`src/rtl/param_sp_ram_pkg.sv`:
```
// Shared constants, FSM state type and parity helper for param_sp_ram.
// Parity storage is enabled by defining PARAM_SP_RAM_PARITY_EN.
package param_sp_ram_pkg;

  localparam int WR_NO_CHANGE   = 0;
  localparam int WR_READ_FIRST  = 1;
  localparam int WR_WRITE_FIRST = 2;

  typedef enum logic {
    ST_INIT = 1'b0,
    ST_IDLE = 1'b1
  } state_e;

  // Even parity: stored bit makes the byte plus bit carry an even number of ones.
  function automatic logic byte_parity(input logic [7:0] b);
    return ^b;
  endfunction

endpackage

```
`src/rtl/sp_ram_clr_ctrl.sv`:
```
// Clear engine for param_sp_ram: INIT/IDLE FSM that walks every word once,
// driving a write-zero port, and reports ready when the array is usable.
module sp_ram_clr_ctrl
  import param_sp_ram_pkg::*;
#(
  parameter int ADDR_W = 4,
  parameter int DEPTH  = 16
) (
  input  logic              clk,
  input  logic              rst_n,
  input  logic              clr,
  output logic              ready,
  output logic              clr_we,
  output logic [ADDR_W-1:0] clr_addr,
  output state_e            state_o
);

  localparam logic [ADDR_W-1:0] LAST = ADDR_W'(DEPTH - 1);

  state_e            state_q, state_d;
  logic [ADDR_W-1:0] cnt_q, cnt_d;

  always_comb begin
    state_d = state_q;
    cnt_d   = cnt_q;
    case (state_q)
      ST_INIT: begin
        if (clr) begin
          cnt_d = '0;
        end else if (cnt_q == LAST) begin
          state_d = ST_IDLE;
          cnt_d   = '0;
        end else begin
          cnt_d = cnt_q + ADDR_W'(1);
        end
      end
      ST_IDLE: begin
        if (clr) begin
          state_d = ST_INIT;
          cnt_d   = '0;
        end
      end
      default: begin
        state_d = ST_INIT;
        cnt_d   = '0;
      end
    endcase
  end

  always_ff @(posedge clk or negedge rst_n) begin
    if (!rst_n) begin
      state_q <= ST_INIT;
      cnt_q   <= '0;
    end else begin
      state_q <= state_d;
      cnt_q   <= cnt_d;
    end
  end

  assign ready    = (state_q == ST_IDLE);
  assign clr_we   = (state_q == ST_INIT);
  assign clr_addr = cnt_q;
  assign state_o  = state_q;

endmodule

```
`src/rtl/param_sp_ram.sv`:
```
// Parametrised single-port RAM with byte enables, selectable read-during-write
// mode, 1/2-cycle read latency and a clear engine. Optional: PARAM_SP_RAM_PARITY_EN.
module param_sp_ram
  import param_sp_ram_pkg::*;
#(
  parameter int DATA_W   = 8,
  parameter int ADDR_W   = 4,
  parameter int DEPTH    = 16,
  parameter int READ_LAT = 1,
  parameter int WR_MODE  = 0
) (
  input  logic                  clk,
  input  logic                  rst_n,
  input  logic                  clr,
  input  logic                  en,
  input  logic                  we,
  input  logic [DATA_W/8-1:0]   be,
  input  logic [ADDR_W-1:0]     addr,
  input  logic [DATA_W-1:0]     din,
  output logic                  ready,
  output logic [DATA_W-1:0]     dout,
  output logic                  dout_valid
`ifdef PARAM_SP_RAM_PARITY_EN
  ,
  output logic                  par_err
`endif
);

  localparam int NB = DATA_W / 8;

  // Handshake: an access is taken on a rising edge with en=1 while ready=1 and
  // clr=0; reads (and moded writes) pulse dout_valid READ_LAT cycles later.
  // There is no backpressure on the output side and no queuing when ready=0.
  logic              clr_we;
  logic [ADDR_W-1:0] clr_addr;
  state_e            clr_state;

  sp_ram_clr_ctrl #(.ADDR_W(ADDR_W), .DEPTH(DEPTH)) u_clr (
    .clk      (clk),
    .rst_n    (rst_n),
    .clr      (clr),
    .ready    (ready),
    .clr_we   (clr_we),
    .clr_addr (clr_addr),
    .state_o  (clr_state)
  );

  logic              acc, in_range, wr_en;
  logic [DATA_W-1:0] old_word, merged;
  logic              p_valid;
  logic [DATA_W-1:0] p_data;

  assign acc      = en & (clr_state == ST_IDLE) & ~clr;
  assign in_range = ({1'b0, addr} < (ADDR_W + 1)'(DEPTH));
  assign wr_en    = acc & we & in_range;

  logic [DATA_W-1:0] mem [DEPTH];

  always_ff @(posedge clk) begin
    if (clr_we) begin
      mem[clr_addr] <= '0;
    end else if (wr_en) begin
      for (int k = 0; k < NB; k++) begin
        if (be[k]) mem[addr][8*k +: 8] <= din[8*k +: 8];
      end
    end
  end

  assign old_word = in_range ? mem[addr] : '0;

  always_comb begin
    merged = old_word;
    for (int k = 0; k < NB; k++) begin
      if (be[k]) merged[8*k +: 8] = din[8*k +: 8];
    end
  end

`ifdef PARAM_SP_RAM_PARITY_EN
  logic [NB-1:0] par_mem [DEPTH];
  logic [NB-1:0] old_par;
  logic          old_perr, p_perr;

  always_ff @(posedge clk) begin
    if (clr_we) begin
      par_mem[clr_addr] <= '0;
    end else if (wr_en) begin
      for (int k = 0; k < NB; k++) begin
        if (be[k]) par_mem[addr][k] <= byte_parity(din[8*k +: 8]);
      end
    end
  end

  assign old_par = in_range ? par_mem[addr] : '0;

  always_comb begin
    old_perr = 1'b0;
    for (int k = 0; k < NB; k++) begin
      old_perr = old_perr | (byte_parity(old_word[8*k +: 8]) != old_par[k]);
    end
  end
`endif

  always_comb begin
    p_valid = 1'b0;
    p_data  = old_word;
`ifdef PARAM_SP_RAM_PARITY_EN
    p_perr  = old_perr;
`endif
    if (acc) begin
      if (!we) begin
        p_valid = 1'b1;
      end else begin
        case (WR_MODE)
          WR_NO_CHANGE:  p_valid = 1'b0;
          WR_READ_FIRST: p_valid = 1'b1;
          WR_WRITE_FIRST: begin
            // Bypass data never came from the array, so it cannot flag parity.
            p_valid = 1'b1;
            p_data  = in_range ? merged : '0;
`ifdef PARAM_SP_RAM_PARITY_EN
            p_perr  = 1'b0;
`endif
          end
          default: p_valid = 1'b0;
        endcase
      end
    end
  end

  logic              s1_valid_q, s1_valid_d;
  logic [DATA_W-1:0] s1_data_q, s1_data_d;
`ifdef PARAM_SP_RAM_PARITY_EN
  logic              s1_perr_q, s1_perr_d;
`endif

  always_comb begin
    s1_valid_d = p_valid;
    s1_data_d  = p_valid ? p_data : s1_data_q;
`ifdef PARAM_SP_RAM_PARITY_EN
    s1_perr_d  = p_valid & p_perr;
`endif
  end

  always_ff @(posedge clk or negedge rst_n) begin
    if (!rst_n) begin
      s1_valid_q <= 1'b0;
      s1_data_q  <= '0;
`ifdef PARAM_SP_RAM_PARITY_EN
      s1_perr_q  <= 1'b0;
`endif
    end else begin
      s1_valid_q <= s1_valid_d;
      s1_data_q  <= s1_data_d;
`ifdef PARAM_SP_RAM_PARITY_EN
      s1_perr_q  <= s1_perr_d;
`endif
    end
  end

  if (READ_LAT == 2) begin : g_lat2
    logic              s2_valid_q, s2_valid_d;
    logic [DATA_W-1:0] s2_data_q, s2_data_d;
`ifdef PARAM_SP_RAM_PARITY_EN
    logic              s2_perr_q, s2_perr_d;
`endif

    always_comb begin
      s2_valid_d = s1_valid_q;
      s2_data_d  = s1_valid_q ? s1_data_q : s2_data_q;
`ifdef PARAM_SP_RAM_PARITY_EN
      s2_perr_d  = s1_perr_q;
`endif
    end

    always_ff @(posedge clk or negedge rst_n) begin
      if (!rst_n) begin
        s2_valid_q <= 1'b0;
        s2_data_q  <= '0;
`ifdef PARAM_SP_RAM_PARITY_EN
        s2_perr_q  <= 1'b0;
`endif
      end else begin
        s2_valid_q <= s2_valid_d;
        s2_data_q  <= s2_data_d;
`ifdef PARAM_SP_RAM_PARITY_EN
        s2_perr_q  <= s2_perr_d;
`endif
      end
    end

    assign dout       = s2_data_q;
    assign dout_valid = s2_valid_q;
`ifdef PARAM_SP_RAM_PARITY_EN
    assign par_err    = s2_perr_q;
`endif
  end else begin : g_lat1
    assign dout       = s1_data_q;
    assign dout_valid = s1_valid_q;
`ifdef PARAM_SP_RAM_PARITY_EN
    assign par_err    = s1_perr_q;
`endif
  end

endmodule

```
`config.mk`:
```
export PLATFORM = sky130hd
export DESIGN_NAME = param_sp_ram
export DESIGN_NICKNAME = d
export VERILOG_FILES = /design/src/rtl/param_sp_ram_pkg.sv /design/src/rtl/sp_ram_clr_ctrl.sv /design/src/rtl/param_sp_ram.sv
export SDC_FILE = /design/constraint.sdc
export NUM_CORES = 1
export LEC_CHECK = 0
export ABC_CLOCK_PERIOD_IN_PS = 4200
export BUFFER_PORTS_ARGS = -buffer_cell sky130_fd_sc_hd__buf_4
export CORE_UTILIZATION = 55
export DETAILED_ROUTE_END_ITERATION = 8
export PLACE_DENSITY = 0.71
export SLEW_MARGIN = 20
export SYNTH_ARGS = -nofsm -noshare
export SYNTH_HDL_FRONTEND = slang
export SYNTH_HIERARCHICAL = 1
export SYNTH_SLANG_ARGS = --single-unit
```
`constraint.sdc`:
```
create_clock -name clk -period 4.2 [get_ports clk]
set_input_delay 0 -clock clk [delete_from_list [all_inputs] [get_ports clk]]
set_output_delay 0 -clock clk [all_outputs]
set_load 0.03 [all_outputs]
```
Word-level counts from Yosys, hierarchy flattened
Memory sizes are Yosys's and may differ from the RTL's. A register that Yosys moved wholly into a read port is not among the register bits. Index checks and enable logic that the tools add are counted.

Register bits: 6. Bits in writable memories: 128. Input port bits: 18. Word-level logic and storage cells: 32. Memories kept: 1.

Add/sub/neg operators: 1. Equal/unequal tests: 2. Mux-type cells: 18. Bitwise gates (word level): 5. Reduce and logical (&&, ||, !) cells: 2.

Memory list: mem (words 16, bits a word 8, read ports 1, clocked after memory_dff 1, wr ports 1, line param_sp_ram.sv:57) `logic [DATA_W-1:0] mem [DEPTH];`.

Operators by type and width (count): $mux 4 (4); $mux 1 (11); $mux 8 (1); $pmux 4 s2 (1); $reduce_or 8->1 (1); $add 4x1->4 const B (1); $eq 4x4->1 const B (1); $and 1x1->1 (3); $ne 2x2->1 const B (1); $not 1->1 (2); $pmux 1 s2 (1); $logic_not 1->1 (1).

Longest topological paths before layout
Gate-level depths: netlist of the first run.

Depth in word-level cells: 8. Mapped depth: 7. Gate-level depth less buffers: 5.

Modules after synthesis
The synthesis of the first run kept the hierarchy.

By module, submodules not included: param_sp_ram (times used 1, cells an instance 279, area an instance 5536.6 um^2, seq. area each 4068.9 um^2); sp_ram_clr_ctrl (times used 1, cells an instance 22, area an instance 247.7 um^2, seq. area each 125.1 um^2).

Worst setup path before layout of the first run
No wires, ideal clock.

Path type: register to register. From: register u_clr.state_q, in the netlist u_clr/ready. To: memory mem[11][0], enable pin. Library setup time: 0.370 ns. Arrival: 2.098 ns. Required time: 3.830 ns. Setup slack: 1.732 ns. Cell stages (with the launch flop): 6. Path buffers: 1. Clock period less this slack: 2.468 ns. Cells stage by stage: dfrtp_1 > buf_4 > nand3b_1 > nor3_1 > mux2_2 > nor2_1.

Longest elaborated chain between the ends: 8. Elaborated cells between the ends (all ways): 10. Classes of those cells: mux (6); bitwise (3); reduce/logical (1).

RTL lines: start: declaration (line sp_ram_clr_ctrl.sv:20) `state_e state_q, state_d;`; start signal: assignment (line sp_ram_clr_ctrl.sv:55) `state_q <= state_d;`; $and 1x1->1 (2 in series) (line param_sp_ram.sv:53) `assign acc = en & (clr_state == ST_IDLE) & ~clr;`; $and 1x1->1 (line param_sp_ram.sv:55) `assign wr_en = acc & we & in_range;`; $mux 1 (line param_sp_ram.sv:62) `end else if (wr_en) begin`; $mux 1 (line param_sp_ram.sv:60) `if (clr_we) begin`; $mux 1 (implied by the code) (line param_sp_ram.sv:64) `if (be[k]) mem[addr][8*k +: 8] <= din[8*k +: 8];`; $reduce_or 8->1 (no line); $mux 4 (no line) or $mux 1 (tied branches); end: declaration (line param_sp_ram.sv:57).

Several ways; a longest one is shown, not always the timed one.

Worst setup path in the final report of the first run
From: register u_clr.state_q, in the netlist u_clr/ready. To: memory mem[3][3], enable pin.

Same word-level chain as after synthesis.

==> reports/qor.csv, run 1 <==
stage,metric,value,unit
outcome,status,"finished, final reports clean",
timing,worst-case clock skew,0.0155,ns
worst_setup_path,CP Data Arrival Time,2.76,ns
synthesis,Post-synth ARST share,9.86,%
floorplan,core area,10300,um^2
synthesis,Post-Synthesis Cells,301,
hold_path,Hold Path Depth,2,
place,placed instance count,450,
power_and_ir_drop,P_sw,0.000650,W
layout,Final #Nets,358,
place,RePlAce Congestion,0.787,
synthesis,"EDFF count, synth",128,
floorplan,die area,10900,um^2
power_and_ir_drop,switch share,20.1,%
synthesis,average size of a mapped cell,19.2,um^2
timing,Worst slew margin,44.7,%
cts,clk root buf,clkbuf_8,
layout,most frequent cells in the layout,"edfxtp_1, buf_4, nor2_1, mux4_2, clkbuf_16",
power_and_ir_drop,Clock power frac,46.4,%
cts,Longest Clk Path Bufs,2,
route,Iter 0 DRT Violations,262,
worst_setup_path,CP required,4.36,ns
route,wire per inst,24.2,um
synthesis,sequential fraction of the synthesis area,72.5,%
grt,largest net degree at the start of global routing,35,
power_and_ir_drop,Seq pwr share,48.9,%
layout,Diodes inserted,0,
place,DP HPWL,7520,um
timing,highest clock rate,384,MHz
hold_path,Hold Path Class,in -> reg,
power_and_ir_drop,Pwr Density,480,nW/um^2
timing,Final period util,62.1,%
worst_setup_path,Crit Path Max Fanout,12,
timing,"Hold Violations, Final",0,
flow_run,max-cap violation count,0,
route,routed wire length,11800,um
place,PortBufs,27,
layout,"Cell Count, Final, Fillers Out",486,
route,DR pass1 iterations,4,
timing,Least-Margin Pin Slew,0.826,ns
layout,Area growth syn-to-layout,16.2,%
grt,initial antenna violation count,0,
floorplan,Starting Density,56.3,%
floorplan,Chip Height,105,um
synthesis,Synth Warn #,6,
route,DRC,0,
route,drt via density,6.08,
floorplan,FP Rows,37,
worst_setup_path,CP endpoint kind,flip-flop,
grt,vias in the first global route,2998,
layout,"most common cell after layout, fill and taps aside",edfxtp_1,
cts,post-CTS repair timing setup buffer count,0,
worst_setup_path,RR Startpoint,u_clr/ready$_DFF_PN0_,
cts,Worst-Skew Late Latency,0.54,ns
synthesis,synth unique cells,39,
grt,first-pass GRT wire length,18200,um
cts,Worst-path clk slew,0.06,ns
grt,GRT Total Usage,24.4,%
worst_setup_path,r2r endpoint,mem[3][3]$_DFFE_PP_,
worst_setup_path,"setup slack, reg-to-reg",1.59,ns
worst_setup_path,Crit Path Category,reg -> reg,
synthesis,Yosys reg bits,142,
timing,final count of negative-setup-slack endpoints,0,
synthesis,Synth Net Count,320,
floorplan,I/O Pins,28,
hold_path,hold_sp,din[4],
worst_setup_path,CP startpoint kind,flip-flop,
timing,setup TNS,0,ns
timing,Final min period,2.61,ns
cts,htree depth,4,
timing,RSZ-0062 raised after global routing,no,
power_and_ir_drop,maximum vdd ir drop,0.000282,V
cts,Num CTS Buffers,17,
route,routed vias,2953,
worst_setup_path,Reg2Reg Depth,5,
timing,Max Slew Vio Count,0,
cts,TritonCTS Sinks,142,
floorplan,die width,105,um
route,ANT nets after route,0,
synthesis,synthesized area,5780,um^2
power_and_ir_drop,Leak Pwr,2.48,nW
grt,GRT overflow,0,
power_and_ir_drop,Comb power frac,4.7,%
power_and_ir_drop,internal power,0.00258,W
cts,CTS tree,yes,
hold_path,hold endpoint,mem[9][4]$_DFFE_PP_,
synthesis,ys flop type,edfxtp_1,
layout,layout cells sized above 1,26.0,%
layout,fillers,707,
## per-layer routing
metal	track usage (%)	share of wire, %	routed length [um]
met5	0	0	0
met1	35.1	43	5050
met2	34.3	47	5540
met4	11.1	1.8	211
met3	7.67	8.3	981
## power groups by stage
stage / logic [W] / clock network [W] / registers (W)
2_1_floorplan: 0.0000945 / 0 / 0.00161
4_1_cts: 0.000154 / 0.00152 / 0.00158
5_1_grt: 0.000166 / 0.00157 / 0.00158
6_report: 0.000153 / 0.00150 / 0.00158
3_3_place_gp: 0.000149 / 0 / 0.00160
3_5_place_dp: 0.000151 / 0 / 0.00160
## area by class of cell
type / instances / area (um^2) / share of cell area, %
Timing Repair Buffer: 34 / 270 / 4.02
Inverter: 4 / 15.0 / 0.223
Sequential cell: 142 / 4190 / 62.4
Clock inverter: 13 / 174 / 2.59
Multi-Input combinational cell: 140 / 1480 / 22.1
Clock buffer: 17 / 414 / 6.16
Tap cell: 136 / 170 / 2.53
## worst max-delay path, cell delays in order (launching register included)
cell      delay [ns]
dfrtp_1         0.56
nand3b_1        0.25
nor3_1          0.23
buf_4           0.21
mux2_2          0.39
nor2_1          0.59
## cells in the mapped netlist, drive strengths merged, types with 2 or more instances
library cell,number,area [um^2]
inv,4,15.0
buf,9,68.8
edfxtp,128,3840
a22o,6,52.6
nor2b,5,33.8
nor4,3,18.8
mux4,32,747
o2bb2ai,2,17.5
nor2,25,93.8
nand2b,2,12.5
and2,10,62.6
a311oi,2,17.5
o21ai,7,35.0
nand2,6,22.5
clkbuf,6,22.5
a221o,6,60.1
dfrtp,14,350
nor3,4,25.0
mux2i,7,70.1
mux2,7,78.8
a31oi,4,25.0
nand3b,3,22.5
## repair_timing
action / CTS / global route
hold endpoints to repair: 21 / 0
gates resized for setup: 0 / 0
hold buffers: 6 / 0
## worst max path at each step
stage	depth (start not counted)	startpoint	slack, ns	end
after detailed placement	5	u_clr/ready$_DFF_PN0_	1.62	mem[3][1]$_DFFE_PP_
after CTS	5	u_clr/ready$_DFF_PN0_	1.60	mem[11][3]$_DFFE_PP_
after global placement	5	u_clr/ready$_DFF_PN0_	1.69	mem[3][2]$_DFFE_PP_
final	5	u_clr/ready$_DFF_PN0_	1.59	mem[3][3]$_DFFE_PP_
after global routing	5	u_clr/ready$_DFF_PN0_	1.42	mem[3][3]$_DFFE_PP_
after floorplan	5	u_clr/ready$_DFF_PN0_	1.73	mem[11][0]$_DFFE_PP_
## flip-flops by register name, indices dropped and copies added, names as in the netlist
| signal | flops |
|---|---|
| dout_valid | 1 |
| dout | 8 |
| u_clr/ready | 1 |
| mem | 128 |
| u_clr/clr_addr | 4 |
## metrics by stage
step                      power (W)  area [um^2]  setup WS [ns]  hold WS [ns]  util [%]
after floorplan             0.00170         5780           1.73        -0.296         -
after global placement      0.00175         6070           1.69        -0.143      59.1
after detailed placement    0.00176         6070           1.62        -0.141      59.1
after CTS                   0.00325         6720           1.60         0.146      65.4
after global routing        0.00332         6720           1.42         0.164      65.4
final                       0.00323         6720           1.59         0.150      65.4
## cells by family (layout without fill, tap and decap cells)
kind of cell             after synthesis  count (layout)  share of synthesized area, %
multiplexers                          46              46                          15.5
adder cells (fa/ha/maj)                1               1                         0.216
buffers and inverters                 19              68                          1.84
AND/OR/NAND/NOR                       62              62                          5.67
flip-flops                           142             142                          72.5
XOR/XNOR                               1               1                         0.151
AO/OA/AOI/OAI                         30              30                          4.13
(Power assumes the default switching activity.)
==> run 2, diff against run 1 <==
--- a/config.mk
+++ b/config.mk
@@ -5,11 +5,11 @@
 export SDC_FILE = /design/constraint.sdc
 export NUM_CORES = 1
 export LEC_CHECK = 0
-export ABC_CLOCK_PERIOD_IN_PS = 4200
+export ABC_CLOCK_PERIOD_IN_PS = 2100
 export BUFFER_PORTS_ARGS = -buffer_cell sky130_fd_sc_hd__buf_4
 export CORE_UTILIZATION = 55
 export DETAILED_ROUTE_END_ITERATION = 8
-export PLACE_DENSITY = 0.71
+export PLACE_DENSITY = 0.73
 export SLEW_MARGIN = 20
 export SYNTH_ARGS = -nofsm -noshare
 export SYNTH_HDL_FRONTEND = slang
==> constraint.sdc (replaced) <==
create_clock -name clk -period 2.1 [get_ports clk]
set_input_delay 0 -clock clk [delete_from_list [all_inputs] [get_ports clk]]
set_output_delay 0 -clock clk [all_outputs]
set_load 0.03 [all_outputs]
==> run 2 against run 1 <==
Compared with the run above: via count rose by 6.8%; hold slack worse by 0.13 ns; critical path type unchanged; sequential share of layout area decreased by 3.2 points; critical path depth shrank 1; register-to-register slack worse by 1.5 ns; clock skew down 0.0068 ns; power is 96% higher; design area grew 5.4%; largest cell class unchanged; cell count up 7.8%.
==> reports/qor.csv, run 2 (synthesized netlist as in run 1, its figures left out) <==
stage,metric,value,unit,change
worst_setup_path,worst path cell trace,"nand3b_1, nor4_1, o21ai_2, nor2_2",,
floorplan,Chip Height,105,um,unchanged
hold_path,Hold Path Class,in -> reg,,
power_and_ir_drop,switch share,21.3,%,+1.2 points
layout,Final #Nets,394,,+10%
floorplan,die width,105,um,unchanged
worst_setup_path,CP endpoint kind,flip-flop,,
flow_run,max-cap violation count,0,,unchanged
grt,vias in the first global route,3182,,+6.1%
floorplan,core area,10300,um^2,unchanged
layout,Diodes inserted,0,,unchanged
place,placed instance count,485,,+7.8%
floorplan,I/O Pins,28,,unchanged
layout,Area growth syn-to-layout,22.5,%,
cts,TritonCTS Sinks,142,,unchanged
route,wire per inst,23.2,um,-4.3%
floorplan,FP Rows,37,,unchanged
worst_setup_path,Crit Path Max Fanout,8,,-4
place,Area after DPL,6440,um^2,+6.0%
grt,GRT Total Usage,24.7,%,+0.35 points
place,PortBufs,27,,unchanged
route,routed wire length,12200,um,+3.1%
timing,Least-Margin Pin Slew,0.714,ns,-0.111 ns
cts,Worst-Skew Late Latency,0.52,ns,-0.02 ns
power_and_ir_drop,Leak Pwr,2.65,nW,+7.1%
hold_path,Hold Path Depth,3,,+1
power_and_ir_drop,Comb power frac,5.8,%,+1.1 points
worst_setup_path,CP Depth,4,,-1
layout,Finished Cell Area,7080,um^2,+5.4%
worst_setup_path,CP startpoint kind,flip-flop,,
place,RePlAce Congestion,0.743,,-5.6%
cts,Worst-path clk slew,0.06,ns,about the same
grt,largest net degree at the start of global routing,29,,-17%
layout,most frequent cells in the layout,"edfxtp_1, buf_4, mux4_2",,
timing,final count of negative-setup-slack endpoints,0,,unchanged
route,routed vias,3155,,+6.8%
worst_setup_path,Buf/Inv on CP,0,,-1
timing,RSZ-0062 raised after global routing,yes,,
route,drt via density,6.02,,-0.91%
power_and_ir_drop,P_sw,0.00135,W,+110%
worst_setup_path,Crit Path Category,reg -> reg,,
power_and_ir_drop,maximum vdd ir drop,0.000624,V,+120%
layout,layout cells sized above 1,38.7,%,+13 points
worst_setup_path,CP required,2.26,ns,-2.10 ns
outcome,status,"finished, final reports clean",,
route,ANT nets after route,0,,unchanged
power_and_ir_drop,Seq pwr share,49.7,%,+0.8 points
place,DP HPWL,8030,um,+6.8%
timing,worst-case clock skew,0.00869,ns,-0.00676 ns
cts,CTS tree,yes,,
timing,Final period util,94.3,%,+32 points
timing,"Hold Violations, Final",0,,unchanged
floorplan,die area,10900,um^2,unchanged
layout,"most common cell after layout, fill and taps aside",edfxtp_1,,
timing,Hold WS,0.0160,ns,-0.134 ns
power_and_ir_drop,Pwr Density,893,nW/um^2,+86%
floorplan,Starting Density,56.3,%,unchanged
timing,Worst slew margin,52.2,%,+7.5 points
timing,Final min period,1.98,ns,-0.627 ns
timing,Max Slew Vio Count,0,,unchanged
grt,initial antenna violation count,0,,unchanged
layout,Top reg by flops,mem,,
cts,Longest Clk Path Bufs,2,,unchanged
timing,setup TNS,0,ns,unchanged
layout,max reg flops,128,,unchanged
route,Iter 0 DRT Violations,294,,+12%
worst_setup_path,CP Data Arrival Time,2.14,ns,-0.62 ns
cts,htree depth,4,,unchanged
worst_setup_path,Reg2Reg Depth,4,,-1
route,DRC,0,,unchanged
power_and_ir_drop,internal power,0.00498,W,+93%
route,DR pass1 iterations,5,,+1
cts,Num CTS Buffers,17,,unchanged
grt,first-pass GRT wire length,18800,um,+3.5%
grt,GRT overflow,0,,unchanged
place,DP Worst Slack,0.0733,ns,-1.55 ns
timing,highest clock rate,505,MHz,+32%
timing,Worst Slack Setup Final,0.120,ns,-1.47 ns
worst_setup_path,max incr delay on CP,0.45,ns,-0.14 ns
power_and_ir_drop,Clock power frac,44.5,%,-1.9 points
worst_setup_path,crit path max-delay cell type,nor2_2,,
worst_setup_path,crit-path leading delay family,simple AND/OR/NAND/NOR gates,,
cts,clk root buf,clkbuf_8,,
layout,"Cell Count, Final, Fillers Out",524,,+7.8%
[run 2: worst register-to-register path, cell delays in order, from the launching register on]
cell and delay [ns]:
dfrtp_2 0.39, nand3b_1 0.20, nor4_1 0.39, o21ai_2 0.18
nor2_2 0.45
[run 2: power by group through the flow]
stage / Combinational (W) / Sequential, W / Clock [W]
detailed placement: 0.000357 / 0.00320 / 0
global placement: 0.000350 / 0.00320 / 0
finish: 0.000368 / 0.00315 / 0.00281
global route: 0.000392 / 0.00315 / 0.00296
floorplan: 0.000205 / 0.00321 / 0
CTS: 0.000368 / 0.00315 / 0.00284
[run 2: timing repair]
item,in CTS,in global routing
endpoints found under the hold margin,69,0
endpoints found under the setup margin,0,48
resized for setup,0,4
hold buffers,7,0
buffers inserted,0,0
[run 2: worst paths after layout]
path                                             from  slack, ns               endpoint
worst max-delay path            u_clr/ready$_DFF_PN0_       0.12   mem[10][5]$_DFFE_PP_
worst max register to register  u_clr/ready$_DFF_PN0_       0.12   mem[10][5]$_DFFE_PP_
worst min-delay path                           din[3]       0.02    mem[4][3]$_DFFE_PP_
min in group asynchronous                       rst_n       0.61    dout[3]$_DFFE_PN0P_
worst min register to register    dout[6]$_DFFE_PN0P_       0.53    dout[6]$_DFFE_PN0P_
max in group asynchronous                       rst_n       1.00  u_clr/ready$_DFF_PN0_
[run 2: layout make-up]
class | count | area, um^2
flip-flops and latches | 142 | 4200
clock inverters | 14 | 145
clock buffers | 18 | 418
well taps | 136 | 170
repair buffers | 70 | 568
fillers | 653 | 3190
inverters | 4 | 15.0
multi-input cells | 140 | 1570
[run 2: per-layer routing]
metal	routed length, um	vias up	track usage (%)	share of wire, %
li1	-	1380	-	-
met1	5340	1633	33.5	44
met2	5870	123	37.9	48
met3	683	19	6.99	5.6
met4	258	0	10.7	2.1
met5	0	-	0	0
[run 2: stage by stage]
stage	power, W	utilization (%)
after floorplan	0.00342	-
after global placement	0.00355	62.6
after detailed placement	0.00356	62.6
after CTS	0.00635	68.8
after global routing	0.00650	68.9
final	0.00633	68.9
